<file path="src/rtl/and_bist_ctrl.sv">
// Self-test engine for a bitwise AND datapath: LFSR operands, programmable result latency, pass/fail with first-error capture.
// Optional AND_BIST_ERR_CNT_EN: keep running after mismatches and count them on err_count.
module and_bist_ctrl #(
  parameter int          G_WIDTH      = 8,
  parameter int          G_ITERATIONS = 50,
  parameter int          G_LATENCY    = 0,
  parameter logic [31:0] G_SEED       = 32'hACE1_2025
) (
  input  logic               clk,
  input  logic               rst_n,
  input  logic               start,
  output logic [G_WIDTH-1:0] dut_a,
  output logic [G_WIDTH-1:0] dut_b,
  input  logic [G_WIDTH-1:0] dut_c,
  output logic               busy,
  output logic               done,
  output logic               pass,
  output logic               fail,
  output logic [15:0]        iter_cnt,
  output logic [G_WIDTH-1:0] err_a,
  output logic [G_WIDTH-1:0] err_b,
  output logic [G_WIDTH-1:0] err_c
`ifdef AND_BIST_ERR_CNT_EN
  ,
  output logic [15:0]        err_count
`endif
);

  localparam logic [31:0] SEED      = (G_SEED == 32'd0) ? 32'd1 : G_SEED;
  localparam logic [31:0] TAPS      = 32'h8020_0003;
  localparam logic [15:0] ITER_LAST = 16'(G_ITERATIONS - 1);
  localparam logic [3:0]  WAIT_LAST = (G_LATENCY > 0) ? 4'(G_LATENCY - 1) : 4'd0;

  typedef enum logic [2:0] {S_IDLE, S_DRIVE, S_WAIT, S_CHECK, S_FINISH} state_t;

  state_t             state_q, state_d;
  logic [31:0]        lfsr_q, lfsr_d;
  logic [G_WIDTH-1:0] a_q, a_d, b_q, b_d;
  logic               busy_q, busy_d, done_q, done_d;
  logic               pass_q, pass_d, fail_q, fail_d;
  logic [15:0]        iter_q, iter_d;
  logic [G_WIDTH-1:0] err_a_q, err_a_d, err_b_q, err_b_d, err_c_q, err_c_d;
  logic [3:0]         wait_q, wait_d;
  logic               mismatch, last_iter;
`ifdef AND_BIST_ERR_CNT_EN
  logic [15:0]        err_cnt_q, err_cnt_d;
`endif

  function automatic logic [31:0] lfsr_step(input logic [31:0] s);
    return (s >> 1) ^ (s[0] ? TAPS : 32'd0);
  endfunction

  assign mismatch  = (dut_c != (a_q & b_q));
  assign last_iter = (iter_q == ITER_LAST);

  always_comb begin
    state_d = state_q;
    lfsr_d  = lfsr_q;
    a_d     = a_q;
    b_d     = b_q;
    busy_d  = busy_q;
    done_d  = done_q;
    pass_d  = pass_q;
    fail_d  = fail_q;
    iter_d  = iter_q;
    err_a_d = err_a_q;
    err_b_d = err_b_q;
    err_c_d = err_c_q;
    wait_d  = wait_q;
`ifdef AND_BIST_ERR_CNT_EN
    err_cnt_d = err_cnt_q;
`endif
    case (state_q)
      S_IDLE: begin
        if (start) begin
          state_d = S_DRIVE;
          lfsr_d  = SEED;
          busy_d  = 1'b1;
          done_d  = 1'b0;
          pass_d  = 1'b0;
          fail_d  = 1'b0;
          iter_d  = 16'd0;
          err_a_d = '0;
          err_b_d = '0;
          err_c_d = '0;
`ifdef AND_BIST_ERR_CNT_EN
          err_cnt_d = 16'd0;
`endif
        end
      end
      S_DRIVE: begin
        a_d     = lfsr_q[G_WIDTH-1:0];
        b_d     = lfsr_q[31:32-G_WIDTH];
        wait_d  = 4'd0;
        state_d = (G_LATENCY > 0) ? S_WAIT : S_CHECK;
      end
      S_WAIT: begin
        wait_d = wait_q + 4'd1;
        if (wait_q == WAIT_LAST) state_d = S_CHECK;
      end
      S_CHECK: begin
`ifdef AND_BIST_ERR_CNT_EN
        // Every iteration is checked; only the first mismatch is captured.
        iter_d = iter_q + 16'd1;
        lfsr_d = lfsr_step(lfsr_q);
        if (mismatch) begin
          fail_d = 1'b1;
          if (!fail_q) begin
            err_a_d = a_q;
            err_b_d = b_q;
            err_c_d = dut_c;
          end
          if (err_cnt_q != 16'hFFFF) err_cnt_d = err_cnt_q + 16'd1;
        end
        if (last_iter) begin
          pass_d  = (err_cnt_d == 16'd0);
          state_d = S_FINISH;
        end else begin
          state_d = S_DRIVE;
        end
`else
        if (mismatch) begin
          fail_d  = 1'b1;
          err_a_d = a_q;
          err_b_d = b_q;
          err_c_d = dut_c;
          state_d = S_FINISH;
        end else begin
          iter_d = iter_q + 16'd1;
          lfsr_d = lfsr_step(lfsr_q);
          if (last_iter) begin
            pass_d  = 1'b1;
            state_d = S_FINISH;
          end else begin
            state_d = S_DRIVE;
          end
        end
`endif
      end
      S_FINISH: begin
        busy_d  = 1'b0;
        done_d  = 1'b1;
        state_d = S_IDLE;
      end
      default: state_d = S_IDLE;
    endcase
  end

  always_ff @(posedge clk or negedge rst_n) begin
    if (!rst_n) begin
      state_q <= S_IDLE;
      lfsr_q  <= SEED;
      a_q     <= '0;
      b_q     <= '0;
      busy_q  <= 1'b0;
      done_q  <= 1'b0;
      pass_q  <= 1'b0;
      fail_q  <= 1'b0;
      iter_q  <= 16'd0;
      err_a_q <= '0;
      err_b_q <= '0;
      err_c_q <= '0;
      wait_q  <= 4'd0;
`ifdef AND_BIST_ERR_CNT_EN
      err_cnt_q <= 16'd0;
`endif
    end else begin
      state_q <= state_d;
      lfsr_q  <= lfsr_d;
      a_q     <= a_d;
      b_q     <= b_d;
      busy_q  <= busy_d;
      done_q  <= done_d;
      pass_q  <= pass_d;
      fail_q  <= fail_d;
      iter_q  <= iter_d;
      err_a_q <= err_a_d;
      err_b_q <= err_b_d;
      err_c_q <= err_c_d;
      wait_q  <= wait_d;
`ifdef AND_BIST_ERR_CNT_EN
      err_cnt_q <= err_cnt_d;
`endif
    end
  end

  assign dut_a    = a_q;
  assign dut_b    = b_q;
  assign busy     = busy_q;
  assign done     = done_q;
  assign pass     = pass_q;
  assign fail     = fail_q;
  assign iter_cnt = iter_q;
  assign err_a    = err_a_q;
  assign err_b    = err_b_q;
  assign err_c    = err_c_q;
`ifdef AND_BIST_ERR_CNT_EN
  assign err_count = err_cnt_q;
`endif

endmodule

</file>
<file path="config.mk">
export PLATFORM = sky130hd
export DESIGN_NAME = and_bist_ctrl
export DESIGN_NICKNAME = d
export VERILOG_FILES = /design/src/rtl/and_bist_ctrl.sv
export SDC_FILE = /design/constraint.sdc
export NUM_CORES = 1
export LEC_CHECK = 0
export ABC_AREA = 1
export ABC_CLOCK_PERIOD_IN_PS = 1600
export CORE_ASPECT_RATIO = 1.2
export CORE_MARGIN = 2
export CORE_UTILIZATION = 49
export DETAILED_ROUTE_END_ITERATION = 6
export GPL_ROUTABILITY_DRIVEN = 0
export PLACE_DENSITY_LB_ADDON = 0.12
export SLEW_MARGIN = 0
export SYNTH_ARGS = -nofsm -noshare
export SYNTH_HDL_FRONTEND = slang
export SYNTH_SLANG_ARGS = --single-unit
</file>
<file path="constraint.sdc">
create_clock -name clk -period 1.6 [get_ports clk]
set_input_delay 0.24 -clock clk [delete_from_list [all_inputs] [get_ports clk]]
set_output_delay 0.24 -clock clk [all_outputs]
set_load 0.05 [all_outputs]
</file>
==> metrics list <==
- The final hold violation count came to 0.
- NumNets Final: 712
- Of all flip-flops after synthesis, the portion carrying an async set or reset was 100%.
- In the routed design, unresolved DRC markers number 0.
- Post-synth EDFFs: 0
- Detail-routed via count per cell: 5.16
* Fin Clk Skew: 0.00782 ns
- End of the worst register-to-register path: lfsr_q[8]
- Worst IR drop on VDD: around 0.84 mV
- Placeable core region: between 9000 and 10,000 um^2
* Min Clock Period, post-route: around 1.6 ns
* Worst hold slack across all endpoints: between 0.3 and 0.4 ns
- Among all cell types in the netlist, the one instantiated most often is sky130_fd_sc_hd__nand2_1.
- Setup slack on the worst reg-to-reg path comes out at -0.04 ns.
* Area share of the largest cell type after synthesis: a little under half
- Power density relative to cell area: between 1500 and 2000 nW/um^2
- TritonCTS built the clock tree.
- Post-detail-place hpwl: 7970 um
* Setup repair after global routing missed its margin: yes
- Max-Cap Viols: 0
- Setup violations remaining at the end of the flow were counted as 5.
* Total Die Area: 10,300 um^2
* CTS Root Cell: sky130_fd_sc_hd__clkbuf_8
- The post-route netlist has a little over a third of its cells at a drive strength greater than 1.
* Post-Place Cell Area: 5790 um^2
* Bufs on Longest Clock Path: 2
- The commonest cells after synthesis are sky130_fd_sc_hd__nand2_1, sky130_fd_sc_hd__dfrtp_1, sky130_fd_sc_hd__nand3_1, sky130_fd_sc_hd__o21ai_1, sky130_fd_sc_hd__inv_1.
* Largest fanout on the critical path: 10
- Pin count of the biggest net entering global routing: 39
- The clock drives slightly below 100 sinks.
* Num CTS Buffers: 9
- Failing checks: negative setup slack
- Port Buffers: 70
* Static Leak: around 3.2 nW
* Total overflow reported by the global router: 0
- In the finished design, the share of the clock period the worst path needs comes to 102%.
* Number of global-route vias before repair: 4,060
* Syn Area/Cell: just over 8 um^2
- For this configuration, the core starts out at a cell density of between 50% and 60%.
- The initial antenna violation count came to 0.
* Data arrival time at the worst-slack endpoint: around 1.9 ns
* Total wire length: roughly 12,000 um
- Class of the most critical setup path: reg2reg
* Critical path, cell by cell: nand2_1 > nand2_1 > nand2_2 > nand3_2 > nor2_2 > nand2_2 > nand2_8 > nand2_4 > clkbuf_16 > o21ai_1
- Of the synthesized area, sequential elements account for between 50% and 60%.
* Total via count in the routed design: 4,238
- Startpoint types: flip-flop
- The detailed router finished its first iteration with roughly 250 violations.
- The finished cells cover between 6000 and 7000 um^2.
- GRT Total Usage: a little under a quarter
- In this run the remaining antenna-violating nets after routing total 0.
* Fill count: between 600 and 700
- The number of nets handed over by synthesis was about 590.
- Worst Reg-to-Reg Cells: 10
- At the worst endpoint, the required time is between 1.5 and 2 ns.
- The flow ran to the end, but the final reports show violations.
- The die is 111 um tall.
* Largest area contributor in the synthesized netlist: sky130_fd_sc_hd__dfrtp_1
* Commonest register cell after synthesis: sky130_fd_sc_hd__dfrtp_1
- CP max-delay cell: sky130_fd_sc_hd__dfrtp_2
- Dominant delay contributor by cell family on the critical path: simple AND/OR/NAND/NOR gates
- In this run the horizontal extent of the chip is just over 90 um.
* Routed length per instance: approximately 15 um
- Buffer and inverter count on the worst path: 1
* Clock transition at path regs: ~0.09 ns
- Worst-Skew Late Latency: ~0.37 ns
* Delay of the slowest cell on the worst path: around 0.45 ns
* Pre-Repair DR Iteration Count: 5
* Instance count of the mapped netlist: approximately 570
* Critical Path End Type: flip-flop
- In this run the tightest slew margin relative to its limit is approximately 73%.
* Global-route wire length before repair: between 15,000 and 20,000 um
- Maximum clock frequency: between 0.6 and 0.7 GHz
- Synth Warn #: 0
- Post-synth cell types: 30
* Growth of design area from synthesis to finish: 42.3%
* Reg-to-reg critical path startpoint: dut_a[2]
* Cell row count: 38
* Main area contributors after synthesis: sky130_fd_sc_hd__dfrtp_1, sky130_fd_sc_hd__nand2_1, sky130_fd_sc_hd__dfstp_2
* Final worst slack: -0.0371 ns
- Syn Std Cell Area: approximately 4600 um^2
* Maximum level of the CTS H-tree: 3
- Worst slew pin tran: 0.411 ns
* Count of pins on the block boundary: 71
* Ant. Diodes: 0
- Seq cells post-synth: a little under 100
- Worst hold path type: in2async
- Max Transition Viols Final: 0
[worst reg2reg max path, cell delays in order, from the launching register on]
cell	delay [ns]
sky130_fd_sc_hd__dfrtp_2	0.45
sky130_fd_sc_hd__nand2_1	0.07
sky130_fd_sc_hd__nand2_1	0.06
sky130_fd_sc_hd__nand2_2	0.07
sky130_fd_sc_hd__nand3_2	0.09
sky130_fd_sc_hd__nor2_2	0.13
sky130_fd_sc_hd__nand2_2	0.11
sky130_fd_sc_hd__nand2_8	0.14
sky130_fd_sc_hd__nand2_4	0.11
sky130_fd_sc_hd__clkbuf_16	0.18
sky130_fd_sc_hd__o21ai_1	0.15
[how the worst max path moves through the flow]
| stage | start | to | slack (ns) | depth (start not counted) |
|---|---|---|---|---|
| finish | dut_a[2] | lfsr_q[8] | -0.04 | 10 |
| global route | dut_a[2] | lfsr_q[8] | -0.11 | 10 |
| CTS | dut_a[2] | iter_cnt[6] | -0.03 | 11 |
| detailed placement | dut_c[7] | err_b[0] | -0.30 | 12 |
| global placement | dut_c[7] | err_b[3] | -0.29 | 12 |
| floorplan | dut_b[2] | iter_cnt[0] | -0.06 | 12 |
[report_power, final]
| group | switching, W | internal [W] | leakage, nW |
|---|---|---|---|
| logic | 0.00395 | 0.00267 | 1.85 |
| clock network | 0.000862 | 0.00108 | 0.123 |
| registers | 0.000477 | 0.00323 | 1.26 |
[repair_timing]
item | CTS | global route
hold buffers | 1 | 0
setup buffers | 0 | 7
resized for setup | 1 | 86
setup endpoints to repair | 31 | 73
cloned | 0 | 10
pin swaps | 0 | 9
endpoints found under the hold margin | 25 | 0
[through the flow]
stage / setup TNS [ns] / std cells / setup slack, ns / utilization (%) / power (W)
floorplan: -1.19 / 572 / -0.0551 / - / 0.00700
global placement: -16.43 / 788 / -0.289 / 63.5 / 0.00850
detailed placement: -17.32 / 788 / -0.300 / 63.5 / 0.00859
CTS: -0.174 / 805 / -0.0287 / 66.3 / 0.0106
global route: -4.17 / 822 / -0.111 / 72.3 / 0.0130
finish: -0.0785 / 822 / -0.0371 / 72.3 / 0.0123
[placed cells by master (no fill, tap or decap), types with 2 or more instances in the layout]
cell	instances
sky130_fd_sc_hd__nand3_2	14
sky130_fd_sc_hd__inv_2	2
sky130_fd_sc_hd__buf_4	96
sky130_fd_sc_hd__nand2_4	8
sky130_fd_sc_hd__o22ai_1	2
sky130_fd_sc_hd__buf_8	3
sky130_fd_sc_hd__ha_1	3
sky130_fd_sc_hd__clkbuf_16	6
sky130_fd_sc_hd__buf_6	3
sky130_fd_sc_hd__nand2_2	21
sky130_fd_sc_hd__nand2_8	2
sky130_fd_sc_hd__a21oi_1	3
sky130_fd_sc_hd__and2_1	2
sky130_fd_sc_hd__dfrtp_1	63
sky130_fd_sc_hd__nand3_1	42
sky130_fd_sc_hd__xor2_1	10
sky130_fd_sc_hd__xnor2_1	2
sky130_fd_sc_hd__o21ai_0	8
sky130_fd_sc_hd__bufinv_16	3
sky130_fd_sc_hd__inv_1	39
sky130_fd_sc_hd__dfrtp_2	24
sky130_fd_sc_hd__o21ai_2	12
sky130_fd_sc_hd__dfstp_2	12
sky130_fd_sc_hd__nor2_2	3
sky130_fd_sc_hd__clkdlybuf4s50_1	9
sky130_fd_sc_hd__nand2_1	181
sky130_fd_sc_hd__nor3_1	3
sky130_fd_sc_hd__or2_2	4
sky130_fd_sc_hd__o21ai_1	41
sky130_fd_sc_hd__nand4_1	6
sky130_fd_sc_hd__nor2_1	36
sky130_fd_sc_hd__buf_12	16
sky130_fd_sc_hd__clkbuf_8	10
[state kept, by name, summed over array words and instances (netlist names), 3 cells and up]
name,cells
err_b,8
err_a,8
state_q,3
dut_a,8
iter_cnt,16
lfsr_q,32
dut_b,8
wait_q,4
err_c,8
[kinds of logic after synthesis]
group                      count (synthesis)  synth area share, %
xor gates and xnor gates                  12                 2.27
AOI/OAI and AO/OA                         68                 7.50
buffers and inverters                     66                 6.39
DFF                                       99                 53.7
and+or+nand+nor                          323                 29.0
adders and majority gates                  4                 1.08
[per-layer routing]
layer / GRT usage, % / routed length (um) / vias up
li1: - / - / 2072
met1: 29.5 / 5040 / 2036
met2: 37.5 / 6290 / 114
met3: 5.05 / 533 / 16
met4: 7.84 / 256 / 0
met5: 0 / 0 / -
[cell type report]
| class | instances | area, um^2 | share of cell area (%) |
|---|---|---|---|
| Clock buffer | 10 | 138 | 2.09 |
| Clock inverter | 6 | 111 | 1.69 |
| Inverter | 44 | 175 | 2.65 |
| Multi-Input combinational cell | 409 | 2130 | 32.3 |
| Sequential cell | 99 | 2520 | 38.2 |
| Tap cell | 120 | 150 | 2.27 |
| Timing Repair Buffer | 134 | 1370 | 20.8 |
Note: power is estimated with default switching activity, not from simulation.
